## config.mk

```make
export PLATFORM = sky130hd
export DESIGN_NAME = writeback_commit
export DESIGN_NICKNAME = d
export VERILOG_FILES = /design/src/rtl/cpu_pkg.sv /design/src/rtl/wb_fifo.sv /design/src/rtl/writeback_commit.sv
export SDC_FILE = /design/constraint.sdc
export NUM_CORES = 1
export LEC_CHECK = 0
export CAP_MARGIN = 20
export CORE_MARGIN = 4
export CORE_UTILIZATION = 62
export DETAILED_ROUTE_END_ITERATION = 10
export DONT_BUFFER_PORTS = 1
export PLACE_DENSITY = 0.85
export REMOVE_ABC_BUFFERS = 1
export SLEW_MARGIN = 10
export SYNTH_ARGS = -nofsm -noshare
export SYNTH_HDL_FRONTEND = slang
export SYNTH_SLANG_ARGS = --single-unit
export TNS_END_PERCENT = 30
```

## constraint.sdc

```tcl
create_clock -name clk -period 2.5 [get_ports clk]
set_input_delay 0.25 -clock clk [delete_from_list [all_inputs] [get_ports clk]]
set_output_delay 0.25 -clock clk [all_outputs]
set_load 0.03 [all_outputs]
```

## src/rtl/cpu_pkg.sv

```systemverilog
// -----------------------------------------------------------------------------
// cpu_pkg
// Shared types and constants for the writeback/commit stage.
//   DEST_GPR / DEST_PC / DEST_RAM : one-hot {store, branch, writeback} codes
//   wb_state_t                    : commit FSM states
//   wb_entry_t                    : one buffered ALU result
// WB_RD_W / WB_ADDR_W set the storage width of the entry fields; the
// writeback_commit REG_W / ADDR_W parameters must not exceed them.
// -----------------------------------------------------------------------------
package cpu_pkg;

   localparam logic [2:0] DEST_GPR = 3'b001;
   localparam logic [2:0] DEST_PC  = 3'b010;
   localparam logic [2:0] DEST_RAM = 3'b100;

   localparam int WB_RD_W   = 4;
   localparam int WB_ADDR_W = 16;

   typedef enum logic [0:0] {
      IDLE     = 1'b0,
      RAM_WAIT = 1'b1
   } wb_state_t;

   typedef struct packed {
      logic [2:0]           dest;
      logic [31:0]          data;
      logic [WB_RD_W-1:0]   rd;
      logic [WB_ADDR_W-1:0] addr;
   } wb_entry_t;

   // True for the two single-cycle register-style destinations.
   function automatic logic dest_is_reg(input logic [2:0] dest);
      return (dest == DEST_GPR) || (dest == DEST_PC);
   endfunction

endpackage

```

## src/rtl/wb_fifo.sv

```systemverilog
// -----------------------------------------------------------------------------
// wb_fifo
// Synchronous FIFO of wb_entry_t. Simultaneous push and pop are allowed.
// Push while full and pop while empty are ignored. DEPTH must be a power of
// two so pointers wrap naturally.
//   clk, rst      : clock, synchronous active-high reset (empties the FIFO)
//   push, wdata   : write request and entry
//   pop, rdata    : read request and head entry (valid while !empty)
//   full, empty   : status flags derived from the registered count
//   count         : number of stored entries
// -----------------------------------------------------------------------------
module wb_fifo
   import cpu_pkg::*;
#(
   parameter int DEPTH = 2
) (
   input  logic                   clk,
   input  logic                   rst,
   input  logic                   push,
   input  wb_entry_t              wdata,
   input  logic                   pop,
   output wb_entry_t              rdata,
   output logic                   full,
   output logic                   empty,
   output logic [$clog2(DEPTH):0] count
);

   localparam int PTR_W = $clog2(DEPTH);

   wb_entry_t        mem_r [DEPTH];
   logic [PTR_W-1:0] wptr_r;
   logic [PTR_W-1:0] rptr_r;
   logic [PTR_W:0]   count_r;
   logic             push_s;
   logic             pop_s;

   assign push_s = push && !full;
   assign pop_s  = pop && !empty;

   // Pointer and occupancy registers.
   always_ff @(posedge clk) begin
      if (rst) begin
         wptr_r  <= PTR_W'(0);
         rptr_r  <= PTR_W'(0);
         count_r <= (PTR_W+1)'(0);
      end else begin
         if (push_s) begin
            wptr_r <= wptr_r + PTR_W'(1);
         end
         if (pop_s) begin
            rptr_r <= rptr_r + PTR_W'(1);
         end
         case ({push_s, pop_s})
            2'b10:   count_r <= count_r + (PTR_W+1)'(1);
            2'b01:   count_r <= count_r - (PTR_W+1)'(1);
            default: count_r <= count_r;
         endcase
      end
   end

   // Entry storage; contents need no reset because count gates every read.
   always_ff @(posedge clk) begin
      if (push_s) begin
         mem_r[wptr_r] <= wdata;
      end
   end

   assign rdata = mem_r[rptr_r];
   assign full  = (count_r == (PTR_W+1)'(DEPTH));
   assign empty = (count_r == (PTR_W+1)'(0));
   assign count = count_r;

endmodule

```

## src/rtl/writeback_commit.sv

```systemverilog
// -----------------------------------------------------------------------------
// writeback_commit
// Buffers ALU results in a FIFO and commits each one to exactly one
// destination: GPR write port, PC load, or data-RAM write (req/ack).
// Illegal destination codes are dropped with a one-cycle bad_dest pulse.
// Ports:
//   clk, rst                       : clock, synchronous active-high reset
//   in_valid/in_ready              : upstream handshake (in_ready = count<DEPTH)
//   in_store/in_branch/in_writeback: one-hot destination select
//   in_data, in_rd, in_addr        : ALU result, GPR index, RAM address
//   gpr_we, gpr_waddr, gpr_wdata   : one-cycle GPR write
//   pc_load, pc_value              : one-cycle PC load
//   ram_req, ram_ack, ram_addr, ram_wdata : RAM write, req held until ack
//   bad_dest                       : illegal destination dropped
//   busy                           : entries queued or RAM write pending
// Configuration macro: WB_BYPASS_EN -- when defined, a GPR/PC push that
// arrives while the FIFO is empty and the FSM is idle skips the FIFO and
// strobes one cycle earlier.
// -----------------------------------------------------------------------------
module writeback_commit
   import cpu_pkg::*;
#(
   parameter int DEPTH  = 2,
   parameter int REG_W  = 4,
   parameter int ADDR_W = 16
) (
   input  logic              clk,
   input  logic              rst,
   input  logic              in_valid,
   output logic              in_ready,
   input  logic              in_store,
   input  logic              in_branch,
   input  logic              in_writeback,
   input  logic [31:0]       in_data,
   input  logic [REG_W-1:0]  in_rd,
   input  logic [ADDR_W-1:0] in_addr,
   output logic              gpr_we,
   output logic [REG_W-1:0]  gpr_waddr,
   output logic [31:0]       gpr_wdata,
   output logic              pc_load,
   output logic [31:0]       pc_value,
   output logic              ram_req,
   input  logic              ram_ack,
   output logic [ADDR_W-1:0] ram_addr,
   output logic [31:0]       ram_wdata,
   output logic              bad_dest,
   output logic              busy
);

   localparam int CNT_W = $clog2(DEPTH) + 1;

   wb_state_t         state_r, state_d;
   wb_entry_t         in_entry_s, head_s;
   logic              fifo_full_s, fifo_empty_s;
   logic [CNT_W-1:0]  fifo_count_s;
   logic              push_s, fifo_push_s, pop_s, bypass_s;

   logic              gpr_we_r, gpr_we_d;
   logic [REG_W-1:0]  gpr_waddr_r, gpr_waddr_d;
   logic [31:0]       gpr_wdata_r, gpr_wdata_d;
   logic              pc_load_r, pc_load_d;
   logic [31:0]       pc_value_r, pc_value_d;
   logic              ram_req_r, ram_req_d;
   logic [ADDR_W-1:0] ram_addr_r, ram_addr_d;
   logic [31:0]       ram_wdata_r, ram_wdata_d;
   logic              bad_dest_r, bad_dest_d;

   // Pack the incoming result into a FIFO entry.
   always_comb begin
      in_entry_s      = '0;
      in_entry_s.dest = {in_store, in_branch, in_writeback};
      in_entry_s.data = in_data;
      in_entry_s.rd   = WB_RD_W'(in_rd);
      in_entry_s.addr = WB_ADDR_W'(in_addr);
   end

   assign in_ready    = !fifo_full_s;
   assign push_s      = in_valid && !fifo_full_s;
   assign fifo_push_s = push_s && !bypass_s;

   wb_fifo #(
      .DEPTH (DEPTH)
   ) u_fifo (
      .clk   (clk),
      .rst   (rst),
      .push  (fifo_push_s),
      .wdata (in_entry_s),
      .pop   (pop_s),
      .rdata (head_s),
      .full  (fifo_full_s),
      .empty (fifo_empty_s),
      .count (fifo_count_s)
   );

   // Next-state and next-output logic; data buses hold unless re-targeted.
   always_comb begin
      state_d     = state_r;
      pop_s       = 1'b0;
      bypass_s    = 1'b0;
      gpr_we_d    = 1'b0;
      gpr_waddr_d = gpr_waddr_r;
      gpr_wdata_d = gpr_wdata_r;
      pc_load_d   = 1'b0;
      pc_value_d  = pc_value_r;
      ram_req_d   = ram_req_r;
      ram_addr_d  = ram_addr_r;
      ram_wdata_d = ram_wdata_r;
      bad_dest_d  = 1'b0;
      case (state_r)
         IDLE: begin
            if (!fifo_empty_s) begin
               pop_s = 1'b1;
               case (head_s.dest)
                  DEST_GPR: begin
                     gpr_we_d    = 1'b1;
                     gpr_waddr_d = head_s.rd[REG_W-1:0];
                     gpr_wdata_d = head_s.data;
                  end
                  DEST_PC: begin
                     pc_load_d  = 1'b1;
                     pc_value_d = head_s.data;
                  end
                  DEST_RAM: begin
                     ram_req_d   = 1'b1;
                     ram_addr_d  = head_s.addr[ADDR_W-1:0];
                     ram_wdata_d = head_s.data;
                     state_d     = RAM_WAIT;
                  end
                  default: begin
                     bad_dest_d = 1'b1;
                  end
               endcase
            end else begin
`ifdef WB_BYPASS_EN
               // Empty and idle: a GPR/PC result commits straight from input.
               if (push_s && dest_is_reg(in_entry_s.dest)) begin
                  bypass_s = 1'b1;
                  if (in_entry_s.dest == DEST_GPR) begin
                     gpr_we_d    = 1'b1;
                     gpr_waddr_d = in_rd;
                     gpr_wdata_d = in_data;
                  end else begin
                     pc_load_d  = 1'b1;
                     pc_value_d = in_data;
                  end
               end else begin
                  bypass_s = 1'b0;
               end
`else
               bypass_s = 1'b0;
`endif
            end
         end
         RAM_WAIT: begin
            // No pop here: the next entry goes on the edge after ack.
            if (ram_ack) begin
               ram_req_d = 1'b0;
               state_d   = IDLE;
            end else begin
               ram_req_d = 1'b1;
            end
         end
         default: begin
            state_d = IDLE;
         end
      endcase
   end

   // State and output registers.
   always_ff @(posedge clk) begin
      if (rst) begin
         state_r     <= IDLE;
         gpr_we_r    <= 1'b0;
         gpr_waddr_r <= REG_W'(0);
         gpr_wdata_r <= 32'h0000_0000;
         pc_load_r   <= 1'b0;
         pc_value_r  <= 32'h0000_0000;
         ram_req_r   <= 1'b0;
         ram_addr_r  <= ADDR_W'(0);
         ram_wdata_r <= 32'h0000_0000;
         bad_dest_r  <= 1'b0;
      end else begin
         state_r     <= state_d;
         gpr_we_r    <= gpr_we_d;
         gpr_waddr_r <= gpr_waddr_d;
         gpr_wdata_r <= gpr_wdata_d;
         pc_load_r   <= pc_load_d;
         pc_value_r  <= pc_value_d;
         ram_req_r   <= ram_req_d;
         ram_addr_r  <= ram_addr_d;
         ram_wdata_r <= ram_wdata_d;
         bad_dest_r  <= bad_dest_d;
      end
   end

   assign gpr_we    = gpr_we_r;
   assign gpr_waddr = gpr_waddr_r;
   assign gpr_wdata = gpr_wdata_r;
   assign pc_load   = pc_load_r;
   assign pc_value  = pc_value_r;
   assign ram_req   = ram_req_r;
   assign ram_addr  = ram_addr_r;
   assign ram_wdata = ram_wdata_r;
   assign bad_dest  = bad_dest_r;
   assign busy      = (fifo_count_s != CNT_W'(0)) || (state_r == RAM_WAIT);

endmodule

```

# Yosys cells after proc, flatten, opt, wreduce, memory -nomap -nowiden
# Memory sizes are Yosys's and may differ from the RTL's. A register that Yosys moved wholly into a read port is not among the register bits.
# Cells that the tools add are included.
dict set report op_classes {
  n_addsub 4
  eq_ne 8
  n_reduce_logical 15
  bitwise 2
  mux 17
}
# cell count
set ops {}
lappend ops {{$mux 1} 14}
lappend ops {{$reduce_and 3->1} 3}
lappend ops {{$reduce_or 3->1} 2}
lappend ops {{$eq 2x2->1 const B} 2}
lappend ops {{$pmux 1 s2} 2}
lappend ops {{$pmux 2 s2} 1}
lappend ops {{$reduce_bool 2->1} 2}
lappend ops {{$eq 3x1->1 const B} 1}
lappend ops {{$eq 3x2->1 const B} 1}
lappend ops {{$eq 3x3->1 const B} 1}
lappend ops {{$logic_and 1x1->1} 3}
lappend ops {{$add 1x1->1 const B} 2}
lappend ops {{$add 2x1->2 const B} 1}
lappend ops {{$eq 2x1->1 const B} 1}
lappend ops {{$logic_not 1->1} 2}
lappend ops {{$logic_not 2->1} 1}
lappend ops {{$ne 2x1->1 const B} 1}
lappend ops {{$ne 2x2->1 const B} 1}
lappend ops {{$not 1->1} 2}
lappend ops {{$reduce_and 2->1} 1}
lappend ops {{$sub 2x1->2 const B} 1}
lappend ops {{$logic_or 1x1->1} 1}
dict set report word_totals {
  ff_bits 125
  ram_bits 110
  input_bits 59
  memories 1
  out_inout_bits 122
}
# name depth width read_ports rd_clocked_by_memory_dff wr line_no
set mem_list {}
lappend mem_list {u_fifo.mem_r 2 55 1 1 1 wb_fifo.sv:30} ;# wb_entry_t mem_r [DEPTH];

# Longest topological paths before layout
# Gate-level depths: netlist of the first run.
dict set report depth {
  ltp_word 6
  mapped_depth 6
}

# By module
# Synthesis of the first run repeated with hierarchy kept, for this count alone.
dict set report unflattened {
  cells_unflattened 656
  hier_area_um2 9156.3
}
# mod area_each_um2 cells_per_inst instances
set by_module_without_submodules {}
lappend by_module_without_submodules {writeback_commit 4979.8 459 1}
lappend by_module_without_submodules {wb_fifo 4176.5 197 1}

# Worst setup path before layout of the first run
# No wires, ideal clock.
dict set report synth_path {
  path_kind {reg2reg}
  from {reg u_fifo.count_r[0], in the netlist u_fifo.count[0]}
  to {mem u_fifo.mem_r[1][0] (netlist bit), enable pin}
  slack_ns -0.119
  synth_period_minus_slack_ns 2.619
  required_ns 2.081
  stages_incl_launch_ff 3
  path_buffers 0
  arrival_time_ns 2.200
  cell_sequence {dfxtp_1 nand2b_1 and3_1}
}
dict set report synth_via {
  elab_chain_cells 6
}
# element line_no
set synth_lines {}
lappend synth_lines {{from (decl)} wb_fifo.sv:33} ;# logic [PTR_W:0] count_r;
lappend synth_lines {{from (signal assigned)} wb_fifo.sv:45} ;# count_r <= (PTR_W+1)'(0);
lappend synth_lines {{from (signal assigned)} wb_fifo.sv:54} ;# 2'b10: count_r <= count_r + (PTR_W+1)'(1);
lappend synth_lines {{from (signal assigned)} wb_fifo.sv:55} ;# 2'b01: count_r <= count_r - (PTR_W+1)'(1);
lappend synth_lines {{$eq 2x2->1 *} wb_fifo.sv:69} ;# assign full = (count_r == (PTR_W+1)'(DEPTH));
lappend synth_lines {{$logic_not 1->1 *} -}
lappend synth_lines {{via in_ready} writeback_commit.sv:30} ;# output logic in_ready,
lappend synth_lines {{$logic_and 1x1->1} writeback_commit.sv:78} ;# assign push_s = in_valid && !fifo_full_s;
lappend synth_lines {{$logic_and 1x1->1 *} wb_fifo.sv:37} ;# assign push_s = push && !full;
lappend synth_lines {{$mux 1 *} wb_fifo.sv:63} ;# if (push_s) begin
lappend synth_lines {{$mux 1 (not written as such) *} wb_fifo.sv:64} ;# mem_r[wptr_r] <= wdata;
lappend synth_lines {{to (decl)} wb_fifo.sv:30}
# Mark *: on every way through the listed nets, which the timed path passes. The rest lies on a longest branch.

# Worst setup path in the final report of the first run
dict set report layout_path {
  from {reg u_fifo.count_r[0], in the netlist u_fifo.count[0]}
  to {mem u_fifo.mem_r[0][44] (netlist bit), enable pin}
}
# Same word-level chain as after synthesis.

==> run_results.csv, run 1 <==
group,metric,value,unit
critical_path,cp-start-kind,"flop",
outcome,run_status,"finished clean",
floorplan,initial_core_util,0.635,
floorplan,die_w,127,µm
clocking,post_cts_buffers,0,
yosys,async_flop_share,0,
clocking,cts_hold_buf,58,
clocking,cts_tree,"built",
grt,grt-ovfl-total,0,
clocking,root_buffer,"clkbuf_16",
cells_and_area,mostFrequentLayoutCells,"nand2_1 (167), dfxtp_1 (125), mux2i_1 (116), edfxtp_1 (110), dlygate4sd3_1 (58)",
hold_path,min_path_type,"in -> reg",
yosys,netlist_area,8810,µm²
sta,setup_viol,0,
clocking,cts_sinks,236,
critical_path,cp.arrival,2.21,ns
sta,clock.fmax,498,MHz
yosys,yosys-top-cells-area,"edfxtp_1 (37%), dfxtp_1 (29%), mux2i_1 (13%)",
sta,clock_skew,0.0156,ns
sta,setup_tns,0,ns
placement,io_buffers,0,
critical_path,crit_fanout,20,
grt,grt_first_pass_wirelength,29800,µm
route,drt-pass1-iter-count,5,
grt,first_global_vias,5643,
cells_and_area,final_common_cell,"nand2_1",
sta,rsz0062_at_grt,"no",
yosys,synth_top_area_frac,0.375,
floorplan,die_area,16200,µm²
route,drt_iter0_drc,258,
yosys,synth_adder_area_share,0.00142,
critical_path,critical_path_class,"reg -> reg",
yosys,synth_top_family_by_area,"multiplexers",
grt,grt_usage,0.230,
power,p_per_area,994,nW/µm²
cells_and_area,nets,772,
yosys,synth_cell_types,35,
power,peakVddDrop,799,µV
sta,holdWs,0.120,ns
placement,placedInstanceArea,8960,µm²
clocking,clk_pin_slew,0.06,ns
sta,worst_slew_pin_slew,0.478,ns
job,maxCapViolations,0,
yosys,ys_seq_area_frac,0.661,
placement,hpwl,11100,µm
cells_and_area,area_growth,17.4,%
yosys,synth_edf_count,110,
critical_path,slowest_stage,"dfxtp_1",
clocking,clock_latency,0.51,ns
route,drc,0,
yosys,synthCells,655,
sta,hold_violations,0,
yosys,synth_warnings,0,
yosys,synthMuxAreaShare,0.200,
power,power.total,0.0103,W
power,power.leakage,4.40,nW
route,postRouteAntennaNets,0,
critical_path,cp.required,2.71,ns
grt,grt_max_degree,90,
sta,slew_violations,0,
clocking,htree_num_levels,1,
sta,relSlewSlack,0.681,
cells_and_area,fin_area,10300,µm²
floorplan,std_cell_rows,43,
placement,gp_congestion,0.765,
yosys,synth_compound_area_frac,0.0159,
clocking,cts-resized-gates,0,
clocking,clk_path_buf_depth,3,
floorplan,core_area,13900,µm²
critical_path,endpoint_kind,"flop",
yosys,avgSynthCellArea,13.4,µm²
route,wl_per_cell,20.9,µm
route,wirelength,19000,µm
sta,period_needed,2.01,ns
yosys,synth-simple-area-share,0.0873,
route,post_drt_via_cell_ratio,5.70,
yosys,ys.flop_type,"dfxtp_1",
critical_path,cpPeakStageDelay,0.44,ns
grt,antenna_found_initial,0,
sta,finalCritPeriodShare,0.803,
cells_and_area,drive_above_1_share,0.155,
yosys,synth_top_area_cell,"edfxtp_1",
floorplan,io_pins,181,
route,vias,5191,
yosys,ys_seq_elements,236,
yosys,synthXorXnorAreaFrac,0.00497,
floorplan,die_y,127,µm
critical_path,crit_chain,"nand2b_1 > nand3b_1 > inv_2 > buf_12",
clocking,cts_buffers,24,
[sequential cells by signal, summed over array words and instances, names as in the netlist, named ones only]
signal         flops
pc_load            1
ram_wdata         32
gpr_waddr          4
u_fifo.rptr_r      1
state_r            1
u_fifo.mem_r     110
bad_dest           1
u_fifo.wptr_r      1
ram_req            1
ram_addr          16
u_fifo.count       2
gpr_wdata         32
pc_value          32
gpr_we             1
[layer usage]
| metal | vias to the layer above | wire length (µm) | track usage |
|---|---|---|---|
| li1 | 2406 | - | - |
| met1 | 2548 | 7140 | 0.266 |
| met2 | 195 | 9880 | 0.411 |
| met3 | 42 | 1500 | 0.0698 |
| met4 | 0 | 514 | 0.0719 |
| met5 | - | 0 | 0 |
[synth_stat cells, types with 2 or more instances]
master and instances:
buf_6 10, edfxtp_1 110, o21ai_0 4, mux2_2 52, xnor2_1 2, nand2_1 167
buf_4 5, o211ai_1 2, and3b_1 2, xor2_1 3, mux2i_1 116, a21oi_1 3
o2111a_1 3, dfxtp_1 126, nor3b_2 2, buf_2 8, or3_1 2, clkbuf_1 16
nand2b_1 2, nor2_1 5
[cell type report]
type | instances | area, µm²
fill | 842 | 3540
clock inverter | 14 | 161
antenna | 1 | 2.50
timing repair buffer | 70 | 733
tap | 180 | 225
clock buffer | 29 | 639
multi-input combinational | 378 | 2740
inverter | 2 | 10.0
sequential | 236 | 5830
[worst max-delay path, delay by kind of cell (launching register included)]
family	cells	cell delay [ns]
simple gates	2	0.61
buf+inv	2	0.63
flops	1	0.44
[where the power goes]
part	total [W]	internal (W)	switching [W]
sequential	0.00508	0.00451	0.000569
combinational	0.00162	0.000716	0.000906
clock	0.00358	0.00214	0.00144
[metrics by stage]
step / util / worst slack (ns) / instances
floorplan: - / -2.39 / 616
global placement: 0.645 / 0.582 / 808
detailed placement: 0.645 / 0.488 / 808
CTS: 0.745 / 0.467 / 909
global route: 0.745 / 0.379 / 909
finish: 0.745 / 0.492 / 910
[path summary, 6_finish.rpt]
kind / startpoint / end / slack [ns] / cells after the start
max reg2reg: u_fifo.count[0] / u_fifo.mem_r[0][44] / 0.49 / 4
min reg2reg: u_fifo.rptr_r / flop / 0.52 / 2
min: rst / gpr_wdata[1] / 0.12 / 3
max: u_fifo.count[0] / u_fifo.mem_r[0][44] / 0.49 / 4
[logic make-up (layout without fill, tap and decap cells)]
| logic type | Yosys count | in the layout |
|---|---|---|
| and+or+nand+nor | 185 | 185 |
| DFF | 236 | 236 |
| adders and majority gates | 1 | 1 |
| other | 0 | 1 |
| buffers and inverters | 41 | 115 |
| AOI/OAI and AO/OA | 18 | 18 |
| xor gates and xnor gates | 5 | 5 |
| muxes | 169 | 169 |
No activity file was read; power rests on OpenSTA's default activity.
==> run 2, diff against run 1 <==
--- a/config.mk
+++ b/config.mk
@@ -7,10 +7,10 @@
 export LEC_CHECK = 0
 export CAP_MARGIN = 20
 export CORE_MARGIN = 4
-export CORE_UTILIZATION = 62
+export CORE_UTILIZATION = 56
 export DETAILED_ROUTE_END_ITERATION = 10
 export DONT_BUFFER_PORTS = 1
-export PLACE_DENSITY = 0.85
+export PLACE_DENSITY = 0.81
 export REMOVE_ABC_BUFFERS = 1
 export SLEW_MARGIN = 10
 export SYNTH_ARGS = -nofsm -noshare
==> constraint.sdc (replaced) <==
create_clock -name clk -period 1.6 [get_ports clk]
set_input_delay 0.16 -clock clk [delete_from_list [all_inputs] [get_ports clk]]
set_output_delay 0.16 -clock clk [all_outputs]
set_load 0.03 [all_outputs]
==> run 2 against run 1 <==
  * The flow now finishes with violations (setup timing)
  * Fmax rose by 20%
  * Register-to-register slack got worse by 0.57 ns
  * Worst setup slack got worse by 0.57 ns
  * Worst hold slack got worse by 0.016 ns
  * Final area rose by 4.9%
  * Combinational power rose by 85%
  * Global-route usage fell by 2.4 points
  * Sequential share of layout area fell by 2.6 points
  * Flip-flop and latch count did not move
  * Largest power group unchanged
==> run_results.csv, run 2 (same netlist as run 1, synthesis figures left out) <==
group,metric,value,unit
cells_and_area,top_register,"u_fifo.mem_r",
critical_path,path_depth,6,
sta,clock_skew,0.0182,ns
floorplan,std_cell_rows,45,
route,drt_iter0_drc,242,
sta,holdWs,0.104,ns
floorplan,die_y,133,µm
route,vias,5335,
cells_and_area,area_growth,23.2,%
grt,antenna_found_initial,0,
sta,setup_viol,7,
hold_path,whs_path_depth,4,
sta,timing.final.ws_setup,-0.0767,ns
clocking,cts_tree,"built",
sta,slew_violations,0,
cells_and_area,seqCellArea,5830,µm²
critical_path,crit_chain,"buf_6 > nor4b_4 > o21ai_4 > buf_12 > buf_12 > mux2i_1",
route,post_drt_via_cell_ratio,5.53,
floorplan,core_area,15300,µm²
grt,grt_usage,0.206,
power,p_sw,0.00471,W
floorplan,die_area,17800,µm²
clocking,cts_sinks,236,
grt,grt-ovfl-total,0,
clocking,clk_pin_slew,0.07,ns
critical_path,critical_path_class,"reg -> reg",
grt,grt_first_pass_wirelength,29400,µm
sta,finalCritPeriodShare,1.05,
route,drt-pass1-iter-count,5,
sta,worst_slew_pin_slew,0.411,ns
route,drc,0,
power,power.leakage,4.62,nW
critical_path,cp_common_cell,"buf_12",
placement,hpwl,11700,µm
power,power_switching_share,0.279,
power,peakVddDrop,1320,µV
hold_path,min_path_type,"in -> reg",
power,intPower,0.0122,W
cells_and_area,nets,795,
placement,gp_congestion,0.746,
cells_and_area,drive_above_1_share,0.195,
critical_path,cp.arrival,2.08,ns
sta,relSlewSlack,0.726,
route,wirelength,20400,µm
cells_and_area,diodes,0,
power,power_frac_clock,0.353,
critical_path,path_buf_inv,3,
placement,pre_cts_ws,0.00758,ns
power,p_per_area,1560,nW/µm²
critical_path,rrSetupSlack,-0.08,ns
critical_path,cp.required,2.01,ns
grt,grt_max_degree,69,
clocking,clock_latency,0.51,ns
critical_path,slowest_stage,"edfxtp_1",
critical_path,reg2reg_depth,6,
cells_and_area,multi_input_area,2780,µm²
sta,period_needed,1.68,ns
sta,rsz0062_at_grt,"yes",
route,postRouteAntennaNets,0,
critical_path,crit_fanout,12,
outcome,run_status,"complete, but fails checks",
route,wl_per_cell,21.2,µm
sta,setup_tns,-0.226,ns
sta,clock.fmax,596,MHz
power,pwr-share-seq,0.470,
clocking,cts_buffers,24,
cells_and_area,mostFrequentLayoutCells,"nand2_1 (167), dfxtp_1 (124), mux2i_1 (111), edfxtp_1 (110), dlygate4sd3_1 (58)",
sta,hold_violations,0,
outcome,violations,"setup timing",
critical_path,cpPeakStageDelay,0.44,ns
power,p_comb_frac,0.177,
floorplan,initial_core_util,0.575,
cells_and_area,final_common_cell,"nand2_1",
critical_path,cp-start-kind,"flop",
clocking,htree_num_levels,1,
cells_and_area,largest_reg_flops,110,
placement,io_buffers,0,
job,maxCapViolations,0,
floorplan,die_w,133,µm
critical_path,crit_family,"buffers and inverters",
floorplan,io_pins,181,
cells_and_area,fill_cells,1013,
clocking,clk_path_buf_depth,3,
clocking,root_buffer,"clkbuf_16",
critical_path,endpoint_kind,"flop",
grt,first_global_vias,5504,
run 2: changes by cell type in the layout (fill, tap and decap cells not counted), sizes merged:
| cell | change |
|---|---|
| clkinv | +2 |
| bufinv | +2 |
| buf | +18 |
| inv | -1 |
| clkbuf | +3 |
| diode | -1 |
run 2: routing by layer:
metal  up-vias  track usage  wire [µm]
met5         -            0          0
met4         0       0.0520        458
met3        36       0.0619       1600
met2       205        0.380      10600
met1      2630        0.234       7720
li1       2464            -          -
run 2: tightest hold or removal path, cell delays in order:
cell	delay (ns)
nand2_1	0.09
ha_4	0.16
or3_1	0.10
a21oi_1	0.06
run 2: per-stage QoR:
| stage | instance area [µm²] | total power, W | util | std cells |
|---|---|---|---|---|
| 2_1_floorplan | 8560 | 0.00980 | - | 616 |
| 3_3_place_gp | 9150 | 0.0104 | 0.597 | 849 |
| 3_5_place_dp | 9150 | 0.0106 | 0.597 | 849 |
| 4_1_cts | 10600 | 0.0166 | 0.692 | 951 |
| 5_1_grt | 10900 | 0.0175 | 0.709 | 964 |
| 6_report | 10900 | 0.0169 | 0.709 | 964 |
run 2: repair_timing:
| item | CTS | global route |
|---|---|---|
| buffers inserted | 0 | 7 |
| gates resized for setup | 0 | 13 |
| endpoints found under the hold margin | 130 | 0 |
| setup endpoints to repair | 0 | 75 |
| hold buffers | 58 | 0 |
run 2: layout make-up:
class	instances	area share
clock buffers	27	0.0593
repair buffers	93	0.102
multi-input cells	378	0.256
well taps	211	0.0243
inverters	2	0.000922
clock inverters	17	0.0203
flip-flops and latches	236	0.537
run 2: worst paths after layout:
kind,start,to
worst min-delay path,in_valid,u_fifo.count[1]
worst max register to register,u_fifo.mem_r[0][52],ram_wdata[8]
worst max-delay path,u_fifo.mem_r[0][52],ram_wdata[8]
worst min register to register,u_fifo.rptr_r,u_fifo.rptr_r
run 2: power groups by stage:
stage / Clock, W / Sequential, W / Combinational [W]
floorplan: 0 / 0.00806 / 0.00174
global placement: 0 / 0.00800 / 0.00244
detailed placement: 0 / 0.00805 / 0.00254
CTS: 0.00602 / 0.00792 / 0.00270
global route: 0.00633 / 0.00800 / 0.00320
finish: 0.00595 / 0.00794 / 0.00299
==> run 3, diff against run 2 <==
--- a/config.mk
+++ b/config.mk
@@ -8,6 +8,7 @@
 export CAP_MARGIN = 20
 export CORE_MARGIN = 4
 export CORE_UTILIZATION = 56
+export CTS_CLUSTER_DIAMETER = 30
 export DETAILED_ROUTE_END_ITERATION = 10
 export DONT_BUFFER_PORTS = 1
 export PLACE_DENSITY = 0.81
@@ -16,4 +17,4 @@
 export SYNTH_ARGS = -nofsm -noshare
 export SYNTH_HDL_FRONTEND = slang
 export SYNTH_SLANG_ARGS = --single-unit
-export TNS_END_PERCENT = 30
+export TNS_END_PERCENT = 5
==> run 3 against run 2 <==
  * The run still ends with setup timing left
  * Combinational power is 5% lower
  * Final area up 2.8%
  * Clock-buffer cell count grew 21
  * Worst hold slack gained 0.0031 ns
  * First-iteration DRC count up 8.7%
  * Largest cell class unchanged
  * Highest routed layer unchanged
==> run_results.csv, run 3 (same netlist as run 1, synthesis figures left out) <==
group,metric,value,unit
outcome,run_status,"complete, but fails checks",
outcome,violations,"setup timing",
grt,grt_first_pass_wirelength,30500,µm
route,drt-met1-wl,7380,µm
cells_and_area,mostFrequentLayoutCells,"nand2_1 (167), dfxtp_1 (125), mux2i_1 (113), edfxtp_1 (110), dlygate4sd3_1 (58)",
route,postRouteAntennaNets,0,
cells_and_area,nets,803,
route,wl_per_cell,20.2,µm
grt,grt_max_degree,69,
cells_and_area,fill_cells,972,
job,maxCapViolations,0,
critical_path,crit_fanout,6,
floorplan,die_y,133,µm
route,drc,0,
critical_path,cp.arrival,2.05,ns
cells_and_area,diodes,0,
sta,setup_tns,-0.173,ns
route,highest_layer,"met4",
sta,hold_violations,0,
sta,period_needed,1.65,ns
route,drt-pass1-iter-count,4,
critical_path,cp-start-kind,"flop",
critical_path,cpPeakStageDelay,0.44,ns
clocking,clk_pin_slew,0.05,ns
cells_and_area,largest_reg_flops,110,
route,post_drt_via_cell_ratio,5.42,
critical_path,critical_path_class,"reg -> reg",
sta,timing.final.ws_setup,-0.0527,ns
placement,dp_cells,849,
grt,grt_usage,0.215,
cells_and_area,layout.cells.non_filler,985,
cells_and_area,area_growth,26.7,%
grt,antenna_found_initial,0,
floorplan,core_area,15300,µm²
power,power.leakage,4.76,nW
floorplan,io_pins,181,
sta,rsz0062_at_grt,"yes",
clocking,clk_path_buf_depth,3,
clocking,cts_buffers,39,
critical_path,path_buf_inv,2,
floorplan,die_w,133,µm
cells_and_area,seqCellArea,5830,µm²
sta,relSlewSlack,0.726,
critical_path,endpoint_kind,"flop",
clocking,cts_tree,"built",
clocking,root_buffer,"clkbuf_16",
route,vias,5337,
floorplan,die_area,17800,µm²
clocking,htree_num_levels,2,
floorplan,std_cell_rows,45,
placement,gp_congestion,0.746,
power,intPower,0.0137,W
sta,worst_slew_pin_slew,0.410,ns
route,drt_iter0_drc,263,
sta,finalCritPeriodShare,1.03,
grt,grt-ovfl-total,0,
placement,hpwl,11700,µm
sta,setup_viol,7,
sta,clock_skew,0.00837,ns
cells_and_area,final_common_cell,"nand2_1",
power,peakVddDrop,1110,µV
sta,clock.fmax,605,MHz
critical_path,crit_family,"flip-flops",
clocking,clock_latency,0.50,ns
cells_and_area,top_register,"u_fifo.mem_r",
sta,slew_violations,0,
placement,io_buffers,0,
power,p_comb_frac,0.151,
critical_path,cp.required,1.99,ns
power,power_switching_share,0.276,
clocking,cts_sinks,236,
hold_path,min_path_type,"in -> reg",
critical_path,slowest_stage,"edfxtp_1",
route,wl_met2,10600,µm
grt,first_global_vias,5805,
power,power_frac_clock,0.427,
cells_and_area,multi_input_area,2780,µm²
cells_and_area,drive_above_1_share,0.207,
route,wirelength,19900,µm
power,pwr-share-seq,0.421,
power,p_per_area,1690,nW/µm²
power,p_sw,0.00521,W
critical_path,crit_chain,"nor3b_2 > o211ai_1 > buf_4 > buf_12 > mux2i_1",
floorplan,initial_core_util,0.575,
route,dr_wl_met3,1590,µm
## run 3: area by class of cell
class                           instances  area share
Multi-Input combinational cell        378       0.249
Sequential cell                       236       0.522
Inverter                                2    0.000897
Timing Repair Buffer                   86      0.0873
Tap cell                              211      0.0237
Clock buffer                           48      0.0952
Clock inverter                         24      0.0215
## run 3: repair_timing
action                                  4_1_cts  5_1_grt
pin swaps                                     0        1
endpoints found under the setup margin        8      100
gates resized for setup                       2       10
hold endpoints to repair                    130        0
gates cloned                                  0        3
hold buffers                                 58        0
buffers inserted                              0        3
## run 3: power groups by stage
stage,Sequential (W),Combinational [W],Clock [W]
after floorplan,0.00806,0.00174,0
after global placement,0.00800,0.00244,0
after detailed placement,0.00805,0.00254,0
after CTS,0.00794,0.00271,0.00819
after global routing,0.00801,0.00306,0.00851
final,0.00796,0.00285,0.00807
## run 3: worst register-to-register path: cells and delay by family (launching register included)
kind | cells | cell delay, ns
flops | 1 | 0.44
buf+inv | 2 | 0.38
mux | 1 | 0.28
compound gates | 1 | 0.24
simple gates | 1 | 0.20
## run 3: worst paths after layout
path,depth (start not counted),from,slack (ns),to
setup / recovery,5,u_fifo.mem_r[0][52],-0.05,gpr_wdata[0]
hold reg to reg,2,u_fifo.rptr_r,0.52,u_fifo.rptr_r
hold / removal,4,in_valid,0.11,u_fifo.count[0]
setup reg to reg,5,u_fifo.mem_r[0][52],-0.05,gpr_wdata[0]
## run 3: stage by stage
stage,total power (W),setup slack [ns],hold WS (ns),instance area (µm²),util
3_3_place_gp,0.0104,0.0812,0.231,9150,0.597
4_1_cts,0.0188,-0.0331,0.0852,11000,0.721
3_5_place_dp,0.0106,0.00758,0.232,9150,0.597
6_report,0.0189,-0.0527,0.107,11200,0.729
2_1_floorplan,0.00980,-3.29,0.229,8560,-
5_1_grt,0.0196,-0.0959,0.0935,11200,0.729
## run 3: layer usage
metal  global-route usage  up-vias
met5                    0        -
met2                0.394      196
met3               0.0755       30
li1                     -     2493
met1                0.229     2618
met4               0.0737        0
